--- config.mk ---
export PLATFORM = sky130hd
export DESIGN_NAME = ipm_mc
export DESIGN_NICKNAME = d
export VERILOG_FILES = /design/src/rtl/ipm_pkg.sv /design/src/rtl/ipm_sync_edge.sv /design/src/rtl/ipm_mc.sv
export SDC_FILE = /design/constraint.sdc
export NUM_CORES = 1
export LEC_CHECK = 0
export CAP_MARGIN = 20
export CORE_UTILIZATION = 47
export CTS_BUF_LIST = sky130_fd_sc_hd__clkbuf_8
export CTS_CLUSTER_SIZE = 28
export DETAILED_ROUTE_END_ITERATION = 6
export HOLD_SLACK_MARGIN = 0.15
export PLACE_DENSITY_LB_ADDON = 0.08
export SLEW_MARGIN = 30
export SYNTH_ARGS = -nofsm -noshare
export SYNTH_HDL_FRONTEND = slang
export SYNTH_SLANG_ARGS = --single-unit
export TNS_END_PERCENT = 30
--- constraint.sdc ---
create_clock -name clk -period 1.67 [get_ports clk]
set_input_delay 0.334 -clock clk [delete_from_list [all_inputs] [get_ports clk]]
set_output_delay 0.334 -clock clk [all_outputs]
set_load 0.02 [all_outputs]
--- src/rtl/ipm_pkg.sv ---
// ipm_pkg: register map, command bits and FSM encodings for the ipm_mc bridge
package ipm_pkg;
  localparam logic [3:0] ADDR_DATA0    = 4'h0;
  localparam logic [3:0] ADDR_DATA1    = 4'h1;
  localparam logic [3:0] ADDR_DATA2    = 4'h2;
  localparam logic [3:0] ADDR_DATA3    = 4'h3;
  localparam logic [3:0] ADDR_CONF     = 4'h4;
  localparam logic [3:0] ADDR_CHSEL    = 4'h5;
  localparam logic [3:0] ADDR_CMD      = 4'h6;
  localparam logic [3:0] ADDR_INT_PEND = 4'h7;
  localparam logic [3:0] ADDR_INT_MASK = 4'h8;
  localparam int CMD_WR = 0;
  localparam int CMD_RD = 1;
  localparam int CMD_ST = 2;
  typedef enum logic [1:0] {IDLE, ISSUE, RD_WAIT, CAPTURE} state_t;
  typedef enum logic [1:0] {OP_WR, OP_RD, OP_ST} op_t;
endpackage

--- src/rtl/ipm_sync_edge.sv ---
// ipm_sync_edge: SYNC-stage synchroniser producing a one-cycle pulse on a rising edge
module ipm_sync_edge #(
  parameter int SYNC = 2
) (
  input  logic clk,
  input  logic rst,
  input  logic d,
  output logic rise
);
  logic [SYNC-1:0] sr;
  logic prev;
  // shift the async level through the chain and keep the previous synced value
  always_ff @(posedge clk) begin
    if (rst) begin
      sr   <= '0;
      prev <= 1'b0;
    end else begin
      sr   <= {sr[SYNC-2:0], d};
      prev <= sr[SYNC-1];
    end
  end
  assign rise = sr[SYNC-1] & ~prev;
endmodule

--- src/rtl/ipm_mc.sv ---
// ipm_mc: MCU 8-bit async parallel bus to multi-channel AIP bridge
import ipm_pkg::*;
module ipm_mc #(
  parameter int IP_DW  = 32,
  parameter int NCH    = 4,
  parameter int CONF_W = 5,
  parameter int RD_LAT = 1,
  parameter int SYNC   = 2
) (
  input  logic                  clk,
  input  logic                  rst,
  input  logic [3:0]            mcu_addr_i,
  input  logic                  mcu_rd_i,
  input  logic                  mcu_wr_i,
  input  logic [7:0]            mcu_data_i,
  output logic [7:0]            mcu_data_o,
  output logic                  mcu_data_oe,
  output logic                  mcu_int_o,
  output logic [IP_DW-1:0]      ip_data_o,
  output logic [CONF_W-1:0]     ip_conf_o,
  input  logic [NCH*IP_DW-1:0]  ip_data_i,
  output logic [NCH-1:0]        ip_read_o,
  output logic [NCH-1:0]        ip_write_o,
  output logic [NCH-1:0]        ip_start_o,
  input  logic [NCH-1:0]        ip_int_i
);
  localparam int LANES = IP_DW / 8;
  localparam logic [3:0] NCH4   = 4'(NCH);
  localparam logic [2:0] CH_MAX = 3'(NCH - 1);
  localparam logic [2:0] LAST   = 3'(RD_LAT > 1 ? RD_LAT - 2 : 0);
  logic [SYNC-1:0][12:0] bus_sr;
  logic rd_s, rd_rise, wr_rise, rd_ok, wr_ok, busy, cmd_ok;
  logic [3:0] addr_s;
  logic [7:0] data_s, rd_mux;
  logic [31:0] rd32;
  logic [IP_DW-1:0] wdata, rdata;
  logic [CONF_W-1:0] conf;
  logic [2:0] chsel, cnt;
  logic [NCH-1:0] pend, mask, int_prev, onehot;
  state_t state, nxt;
  op_t op, cmd_op;
  // rd level travels with addr/data so the pad enable tracks the same synced view
  always_ff @(posedge clk)
    bus_sr <= rst ? '0 : {bus_sr[SYNC-2:0], {mcu_rd_i, mcu_addr_i, mcu_data_i}};
  assign {rd_s, addr_s, data_s} = bus_sr[SYNC-1];
  ipm_sync_edge #(.SYNC(SYNC)) u_rd (.clk(clk), .rst(rst), .d(mcu_rd_i), .rise(rd_rise));
  ipm_sync_edge #(.SYNC(SYNC)) u_wr (.clk(clk), .rst(rst), .d(mcu_wr_i), .rise(wr_rise));
  assign rd_ok  = rd_rise & ~wr_rise;
  assign wr_ok  = wr_rise & ~rd_rise;
  assign busy   = state != IDLE;
  assign cmd_ok = wr_ok && addr_s == ADDR_CMD && !busy && |data_s[2:0];
  assign cmd_op = data_s[CMD_RD] ? OP_RD : data_s[CMD_WR] ? OP_WR : OP_ST;
  assign mcu_data_oe = rd_s;
  assign ip_data_o   = wdata;
  assign ip_conf_o   = conf;
  assign rd32        = 32'(rdata);
  // shadow registers, command latch, wait counter and read capture
  always_ff @(posedge clk) begin
    if (rst) begin
      wdata <= '0;
      rdata <= '0;
      conf  <= '0;
      chsel <= '0;
      mask  <= '0;
      op    <= OP_WR;
      cnt   <= '0;
    end else begin
      for (int i = 0; i < LANES; i++)
        if (wr_ok && addr_s == 4'(i)) wdata[i*8 +: 8] <= data_s;
      if (wr_ok && addr_s == ADDR_CONF) conf <= data_s[CONF_W-1:0];
      if (wr_ok && addr_s == ADDR_CHSEL && !busy)
        chsel <= {1'b0, data_s[2:0]} >= NCH4 ? CH_MAX : data_s[2:0];
      if (wr_ok && addr_s == ADDR_INT_MASK) mask <= data_s[NCH-1:0];
      if (cmd_ok) op <= cmd_op;
      cnt <= state == RD_WAIT ? cnt + 3'd1 : '0;
      if (state == CAPTURE) rdata <= ip_data_i[chsel*IP_DW +: IP_DW];
    end
  end
  // edge-latched interrupts; a new edge wins over a same-cycle clear
  always_ff @(posedge clk) begin
    if (rst) begin
      int_prev  <= '0;
      pend      <= '0;
      mcu_int_o <= 1'b0;
    end else begin
      int_prev  <= ip_int_i;
      pend      <= (pend & ~((wr_ok && addr_s == ADDR_INT_PEND) ? data_s[NCH-1:0] : '0)) | (ip_int_i & ~int_prev);
      mcu_int_o <= |(pend & mask);
    end
  end
  // register read mux
  always_comb
    rd_mux = addr_s <= ADDR_DATA3     ? rd32[addr_s[1:0]*8 +: 8] :
             addr_s == ADDR_CONF      ? 8'(conf) :
             addr_s == ADDR_CHSEL     ? {5'b0, chsel} :
             addr_s == ADDR_CMD       ? {7'b0, busy} :
             addr_s == ADDR_INT_PEND  ? 8'(pend) :
             addr_s == ADDR_INT_MASK  ? 8'(mask) : 8'h00;
  // MCU read data is frozen at the synced rd edge
  always_ff @(posedge clk)
    mcu_data_o <= rst ? 8'h00 : rd_ok ? rd_mux : mcu_data_o;
  // FSM state register
  always_ff @(posedge clk)
    state <= rst ? IDLE : nxt;
  // FSM next state; RD_LAT of 1 goes straight to CAPTURE to keep exact latency
  always_comb
    nxt = state == IDLE    ? (cmd_ok ? ISSUE : IDLE) :
          state == ISSUE   ? (op == OP_RD ? (RD_LAT == 1 ? CAPTURE : RD_WAIT) : IDLE) :
          state == RD_WAIT ? (cnt == LAST ? CAPTURE : RD_WAIT) : IDLE;
  // one-hot strobes to the selected channel during ISSUE
  always_comb begin
    onehot     = NCH'(1) << chsel;
    ip_read_o  = state == ISSUE && op == OP_RD ? onehot : '0;
    ip_write_o = state == ISSUE && op == OP_WR ? onehot : '0;
    ip_start_o = state == ISSUE && op == OP_ST ? onehot : '0;
  end
endmodule

---- Yosys cells after proc, flatten, opt, wreduce, memory -nomap -nowiden ----
Index checks and enable logic that the tools add are counted.
W data, S select, Z words.
storage, ports and cells
  input bits .............................. 148
  output and inout bits ................... 59
  flip-flop bits (word level) ............. 132
  logic and storage cells ................. 98
cells by class
  magnitude comparators ................... 2
  $add $sub $neg .......................... 1
  eq/ne operators ......................... 13
  shifts and indexed selects .............. 3
  mux-type cells .......................... 19
  reductions and logical operators ........ 24
  bitwise logic cells ..................... 15
operators by type and width
  cell                   number
  $shiftx A128 B9 Y32    1
  $mux W4                8
  $shiftx A32 B6 Y8      1
  $eq A4 B3 Y1 const B   4
  $logic_and A1 B1 Y1    15
  $and A4 B4 Y4          3
  $mux W2                6
  $eq A4 B2 Y1 const B   2
  $mux W8                1
  $not A4 Y4             2
  $eq A2 B2 Y1 const B   3
  $mux W5                1
  $not A1 Y1             5
  $and A1 B1 Y1          4
  $eq A2 B1 Y1 const B   2
  $eq A4 B1 Y1 const B   1
  $eq A4 B4 Y1 const B   1
  $le A4 B2 Y1 const B   1
  $logic_not A2 Y1       2
  $logic_not A4 Y1       1
  $or A4 B4 Y4           1
  $reduce_or A4 Y1       1
  $shl A1 B3 Y4 const A  1
  $add A3 B1 Y3 const B  1
  other kinds (8)        9

---- Longest topological paths before layout ----
Gate-level depths: netlist of the first run.
  depth in word-level cells ............... 9
  mapped depth ............................ 6
  gate-level depth less buffers ........... 4

---- Hierarchy ----
From an unflattened synthesis of the first run, not the netlist that was laid out.
unflattened totals
  cell total of the unflattened synthesis .. 565
  area total of the unflattened synthesis .. 5739.3 um^2
by module, submodules not included
  module         seq. area each (um^2)  cells an instance  area an instance (um^2)  instances
  ipm_mc         2522.4                 551                5564.1                   1
  ipm_sync_edge  60.1                   7                  87.6                     2

---- Worst setup path before layout of the first run ----
OpenSTA, ideal clock, no wires.
  path kind ............................... reg2out
  start point ............................. reg chsel[1]
  end point ............................... out ip_read_o[1]
  required time ........................... 1.336 ns
  path buffers ............................ 2
  setup slack ............................. -0.070 ns
  arrival time ............................ 1.406 ns
  stages on the path, launching flop included .. 5
  path through ............................ dfxtp_1 > buf_2 > buf_2 > or3b_2 > nor2_1
on the way
  longest elaborated chain between the ends .. 2
RTL lines
  what                    RTL line       text
  from (decl)             ipm_mc.sv:38   logic [2:0] chsel, cnt;
  from (signal assigned)  ipm_mc.sv:72   chsel <= {1'b0, data_s[2:0]} >= NCH4 ? CH_MAX : data_s[2:0];
  $shl A1 B3 Y4           ipm_mc.sv:112  onehot = NCH'(1) << chsel;
  $mux W4                 ipm_mc.sv:113  ip_read_o = state == ISSUE && op == OP_RD ? onehot : '0;
  to (decl)               ipm_mc.sv:22   output logic [NCH-1:0] ip_read_o,
Every way passes these cells.

---- Worst setup path after layout of the first run ----
  start point ............................. reg state[1]
  end point ............................... out ip_write_o[3]
on the way
  longest elaborated chain between the ends .. 3
RTL lines
  what                    RTL line       text
  from (decl)             ipm_mc.sv:40   state_t state, nxt;
  from (signal assigned)  ipm_mc.sv:104  state <= rst ? IDLE : nxt;
  $eq A2 B1 Y1            ipm_mc.sv:114  ip_write_o = state == ISSUE && op == OP_WR ? onehot : '0;
  $logic_and A1 B1 Y1     ipm_mc.sv:114
  $mux W4                 ipm_mc.sv:114
  to (decl)               ipm_mc.sv:23   output logic [NCH-1:0] ip_write_o,
Every way passes these cells.

==> flow_summary_export.csv, run 1 <==
group,metric,value,unit
status,outcome,"complete, but fails checks",
status,violations,"setup timing",
floorplan,std_cell_rows,40,
drt,routed_wl,15.88,mm
timing,skew,9.114,ps
placed_design,numPortBuffers,206,
yosys,synth.area.top_cells,"dfxtp_1 45%, mux4_2 16%, mux2i_1 7.4%, nor2_1 6.3%, a22oi_1 4.8%",
worst_setup_path,worstSetupPathType,"flip-flop to output port",
clock_tree,clock-sinks,130,
timing,max_slew_margin,0.6842,
yosys,syn_area,0.005788,mm²
layout,postLayoutCellArea,0.008686,mm²
timing,setup_ws,-301.8,ps
worst_setup_path,arrival,1640,ps
layout,finalNetCount,903,
yosys,yosysWarningCount,0,
global_route,grt_usage,0.2599,
layout,drive_gt1_frac,0.2154,
timing,fin_crit_sh,1.181,
worst_setup_path,worstSetupEndpointType,"output port",
pwr,ir_drop,0.7640,mV
layout,area_growth,50.06,%
yosys,synth_edf_count,0,
yosys,yosysTopAreaCellShare,0.4496,
drt,via_per_inst,5.423,
timing,timing.fmax,0.5072,GHz
yosys,synth-seq-area-share,0.4496,
clock_tree,cts_tree,"built",
clock_tree,clk_latency,440,ps
drt,ant_nets,0,
timing,worstMarginPinSlew,473.1,ps
yosys,ys_async_sr_fraction,0,
pwr,power.density,767.6,mW/mm²
floorplan,die_h,113.0,µm
worst_setup_path,path_max_fanout,4,
timing,hold_ws,331.1,ps
timing,finalSetupTns,-2855,ps
layout,diodes,0,
drt,wl_per_cell,17.40,µm
floorplan,design.core.area,0.01201,mm²
floorplan,num_io_pins,207,
clock_tree,numCtsBuffers,17,
pwr,cellLeakagePower,3.538,nW
timing,setup_viol,12,
drt,dr.pass1.iters,6,
pwr,p_total,6.667,mW
placed_design,placed_area,0.008065,mm²
yosys,ys_seq_elements,130,
timing,timing.final.crit_period,1972,ps
global_route,grt_max_degree,68,
timing,rsz0062_at_grt,"yes",
floorplan,initial_utilization,0.4819,
layout,n_fill_cell,881,
hold_path,hold_class,"input pin to flip-flop",
global_route,grt_pass1_vias,5167,
yosys,yosys.cell_types.count,49,
placed_design,gp_congestion,0.8919,
drt,vias,4951,
clock_tree,htreeDepth,4,
yosys,syn_inst,533,
timing,hold_viol,0,
drt,first_iter_violations,268,
drt,drc,0,
global_route,grt_overflow,0,
worst_setup_path,required,1340,ps
yosys,ys.flop_type,"dfxtp_1",
clock_tree,clk_pin_slew,70,ps
yosys,yosys.area.top_type,"dfxtp_1",
floorplan,die_width,113.0,µm
global_route,antenna_found_initial,0,
floorplan,dieArea,0.01276,mm²
clock_tree,clockRootBuffer,"clkbuf_8",
placed_design,place_hpwl,11.70,mm
yosys,avgSynthCellArea,10.86,µm²
worst_setup_path,startpoint_type,"flip-flop",
yosys,syn-num-nets,683,
timing,drv_slew,0,
clock_tree,cts_buffer_depth,2,
job,maxCapViolCount,0,
global_route,grt_pass1_wl,25.50,mm
==> worst max-delay path, cell delays in order (launching register included) <==
cell,delay (ps)
dfxtp_2,320
nand2b_4,140
buf_6,110
or3_4,400
nor2_4,110
buf_6,120
==> logic make-up after synthesis <==
family	after synthesis	share of synthesized area
AO/OA/AOI/OAI	75	0.09252
XOR/XNOR	1	0.001513
adder cells (fa/ha/maj)	2	0.004323
buffers and inverters	54	0.05253
flip-flops	130	0.4496
multiplexers	83	0.2300
AND/OR/NAND/NOR	188	0.1695
==> sequential cells by signal, indices dropped and copies added, names as in the netlist, 3 cells and up <==
signal      cells
addr_s          4
bus_sr         20
chsel           3
cnt             3
int_prev        4
ip_conf_o       5
ip_data_o      32
mask            4
mcu_data_o      8
pend            4
rd32           32
==> final cells by class <==
| class | count | area [µm²] | area share |
|---|---|---|---|
| multi-input cells | 349 | 3013 | 0.3469 |
| flip-flops and latches | 130 | 2609 | 0.3003 |
| repair buffers | 247 | 2426 | 0.2793 |
| clock buffers | 18 | 247.7 | 0.02852 |
| well taps | 147 | 183.9 | 0.02118 |
| clock inverters | 14 | 176.4 | 0.02031 |
| inverters | 8 | 30.03 | 0.003457 |
==> through the flow <==
stage          utilization  std cells  setup WS, ps
4_1_cts             0.7111        910        -347.9
3_3_place_gp        0.6715        872        -336.3
6_report            0.7231        913        -301.8
2_1_floorplan            -        533        -70.36
5_1_grt             0.7231        913        -354.2
3_5_place_dp        0.6715        872        -398.1
==> final timing paths <==
kind,endpoint,start,cells after the start,slack (ps)
min,u_wr.prev$_SDFF_PP0_,rst,2,330
max,ip_write_o[3],state[1]$_SDFF_PP0_,5,-300
min reg2reg,addr_s[0]$_SDFF_PP0_,bus_sr[8]$_SDFF_PP0_,1,440
max reg2reg,rd32[14]$_SDFFE_PP0N_,chsel[0]$_SDFFE_PP0P_,5,70
==> layout by cell type (no fill, tap or decap), drive strengths merged, types with 11 or more instances in the layout <==
cell type | Yosys | final
clkdlybuf4s50 | 0 | 146
nand2b | 11 | 11
mux4 | 40 | 40
clkbuf | 23 | 18
dfxtp | 130 | 130
nor2b | 39 | 39
inv | 8 | 13
mux2i | 43 | 43
buf | 23 | 54
a21oi | 11 | 11
nor2 | 98 | 98
a22oi | 37 | 37
dlygate4sd2 | 0 | 47
==> metal layers <==
metal | track usage | share of wire | vias up
met5 | 0 | 0 | -
met4 | 0.09737 | 0.016 | 0
met3 | 0.06642 | 0.057 | 24
met2 | 0.4514 | 0.53 | 164
met1 | 0.3110 | 0.40 | 2399
li1 | - | - | 2364
==> cell usage after synthesis, types with 3 or more instances <==
library cell,n
a21oi_1,11
a22oi_1,37
a311oi_1,3
a31oi_1,3
buf_2,10
buf_4,5
buf_6,5
clkbuf_1,23
dfxtp_1,130
inv_1,8
mux2i_1,43
mux4_2,40
nand2_1,4
nand2b_1,11
nand3_1,5
nand4_1,4
nand4_2,3
nor2_1,97
nor2b_1,37
nor3_1,6
o21ai_0,4
or3b_2,3
==> power breakdown <==
group	total, mW	internal (mW)	switching [mW]
Combinational	0.657	0.446	0.211
Clock	2.82	1.54	1.29
Sequential	3.19	3.15	0.0383
==> timing repair <==
| item | in CTS | in global routing |
|---|---|---|
| gates cloned | 1 | 0 |
| hold buffers | 0 | 0 |
| buffers inserted | 5 | 3 |
| gates resized for setup | 128 | 33 |
| pin swaps | 6 | 6 |
| setup endpoints to repair | 83 | 61 |
Note: power is estimated with default switching activity, not from simulation.
==> run 2: changes to the inputs <==
- CAP_MARGIN: 20 -> default
- PLACE_DENSITY: default -> 0.81
- PLACE_DENSITY_LB_ADDON: 0.08 -> default
==> run 2 against run 1 <==
Compared with the run above:
- the run still ends with setup timing left
- cell count down 0.88%
- clock power down 5%
- worst hold slack worse by 76 ps
- flip-flop and latch count unchanged
- worst setup slack better by 47 ps
- non-clock buffer count down 8
- utilization down 0.74 points
- critical path type unchanged
- critical endpoint is now ip_write_o[0]
- largest power group unchanged
==> flow_summary_export.csv, run 2 (synthesis results as in run 1) <==
group,metric,value,unit
drt,via_per_inst,5.481,
floorplan,std_cell_rows,40,
clock_tree,numCtsBuffers,17,
worst_setup_path,worstSetupEndpointType,"output port",
pwr,p_total,6.514,mW
drt,ant_nets,0,
global_route,grt_overflow,0,
clock_tree,cts_buffer_depth,2,
worst_setup_path,r2r_cells,4,
drt,dr.pass1.iters,5,
layout,finalNetCount,895,
timing,drv_slew,0,
timing,timing.fmax,0.5197,GHz
worst_setup_path,startpoint_type,"flip-flop",
layout,layout_commonest_cell,"clkdlybuf4s50_1",
layout,final_cell_mix,"146 x clkdlybuf4s50_1, 125 x dfxtp_1, 82 x nor2_1",
layout,area_growth,48.53,%
layout,drive_gt1_frac,0.2098,
layout,n_fill_cell,907,
layout,post-route-util,0.7157,
worst_setup_path,regToRegStartpoint,"chsel[0]$_SDFFE_PP0P_",
placed_design,gp_congestion,0.8666,
layout,multi_input_area,0.003015,mm²
global_route,grtUsageMet1,0.3105,
status,violations,"setup timing",
hold_path,min_to,"mcu_data_o[5]$_SDFFE_PP0P_",
drt,first_iter_violations,335,
layout,seq_area,0.002611,mm²
worst_setup_path,critical_path.cell_chain,"nand2b_4 -> buf_6 -> or3_4 -> nor2_2 -> buf_4",
global_route,use_met2,0.4523,
clock_tree,cts_hold_buf,0,
timing,hold_viol,0,
worst_setup_path,r2r_end,"rd32[20]$_SDFFE_PP0N_",
layout,diodes,0,
drt,vias,4960,
clock_tree,clockRootBuffer,"clkbuf_8",
timing,timing.final.crit_period,1924,ps
worst_setup_path,r2r_setup_slack,70,ps
timing,rsz0062_at_grt,"yes",
global_route,antenna_found_initial,0,
worst_setup_path,required,1340,ps
clock_tree,clk_latency,430,ps
global_route,gr-usage-met3,0.05303,
pwr,power.density,757.7,mW/mm²
placed_design,placed_area,0.008056,mm²
job,maxCapViolCount,0,
global_route,grt_pass1_wl,25.71,mm
clock_tree,cts_tree,"built",
worst_setup_path,path_max_fanout,4,
clock_tree,clk_pin_slew,80,ps
timing,setup_viol,12,
pwr,cellLeakagePower,3.493,nW
worst_setup_path,critical-path-top-delay-family,"simple AND/OR/NAND/NOR gates",
drt,drc,0,
status,outcome,"complete, but fails checks",
timing,finalSetupTns,-2748,ps
timing,hold_ws,254.6,ps
floorplan,dieArea,0.01276,mm²
hold_path,hold_depth,2,
global_route,grt_usage,0.2584,
worst_setup_path,path_buf_inv,2,
placed_design,numPortBuffers,206,
global_route,grt-busiest-layer,"met2",
drt,wl_per_cell,17.64,µm
hold_path,hold_class,"input pin to flip-flop",
drt,routed_wl,15.97,mm
global_route,grt_pass1_vias,5186,
floorplan,die_width,113.0,µm
clock_tree,clock-sinks,130,
floorplan,die_h,113.0,µm
hold_path,hold_start,"rst",
placed_design,place_hpwl,12.20,mm
timing,setup_ws,-254.3,ps
global_route,grt_max_degree,77,
worst_setup_path,arrival,1590,ps
worst_setup_path,cp_slowest_stage_delay,370,ps
worst_setup_path,worstSetupPathType,"flip-flop to output port",
pwr,ir_drop,0.4046,mV
clock_tree,htreeDepth,4,
timing,max_slew_margin,0.7574,
timing,skew,14.79,ps
floorplan,design.core.area,0.01201,mm²
worst_setup_path,slowest_stage,"or3_4",
timing,fin_crit_sh,1.152,
floorplan,initial_utilization,0.4819,
timing,worstMarginPinSlew,363.1,ps
floorplan,num_io_pins,207,
layout,postLayoutCellArea,0.008597,mm²
-- run 2: area by class of cell --
type	count	share of cell area
multi-input cells	349	0.3507
well taps	147	0.02139
flip-flops and latches	130	0.3037
repair buffers	239	0.2733
clock inverters	15	0.02008
inverters	8	0.003493
clock buffers	17	0.02722
-- run 2: how the worst max path moves through the flow --
stage          cells past startpoint                   from            end
3_5_place_dp                       4    state[1]$_SDFF_PP0_   ip_read_o[0]
2_1_floorplan                      4  chsel[1]$_SDFFE_PP0P_   ip_read_o[1]
3_3_place_gp                       4    state[1]$_SDFF_PP0_   ip_read_o[3]
5_1_grt                            5    state[1]$_SDFF_PP0_  ip_write_o[1]
4_1_cts                            4    state[1]$_SDFF_PP0_   ip_read_o[2]
6_report                           5    state[1]$_SDFF_PP0_  ip_write_o[0]
-- run 2: per-layer routing --
layer  part of all wire  up-vias  wire length, µm
met2               0.51      196             8129
met1               0.40     2377             6405
li1                   -     2353                -
met4              0.030        0              487
met5                  0        -                0
met3              0.059       34              946
-- run 2: metrics by stage --
stage / worst slack [ps] / instances
6_report: -254.3 / 905
5_1_grt: -323.2 / 905
4_1_cts: -259.3 / 904
3_5_place_dp: -400.1 / 871
3_3_place_gp: -337.0 / 871
2_1_floorplan: -70.36 / 533
-- run 2: timing repair --
action	CTS	global route
gates resized for setup	133	30
endpoints found under the hold margin	0	0
setup endpoints to repair	93	46
pin swaps	6	3
gates cloned	0	0
setup buffers	1	1
-- run 2: worst register-to-register path, stage by stage, from the launching register on --
cell	delay, ps
dfxtp_4	400
buf_16	240
mux4_2	610
a22oi_2	190
nor2_1	60
-- run 2: report_power, final --
| group | leakage, nW | switching (mW) | internal, mW |
|---|---|---|---|
| Combinational | 2.24 | 0.214 | 0.447 |
| Clock | 0.196 | 1.30 | 1.37 |
| Sequential | 1.06 | 0.0354 | 3.15 |
| Total | 3.49 | 1.55 | 4.96 |
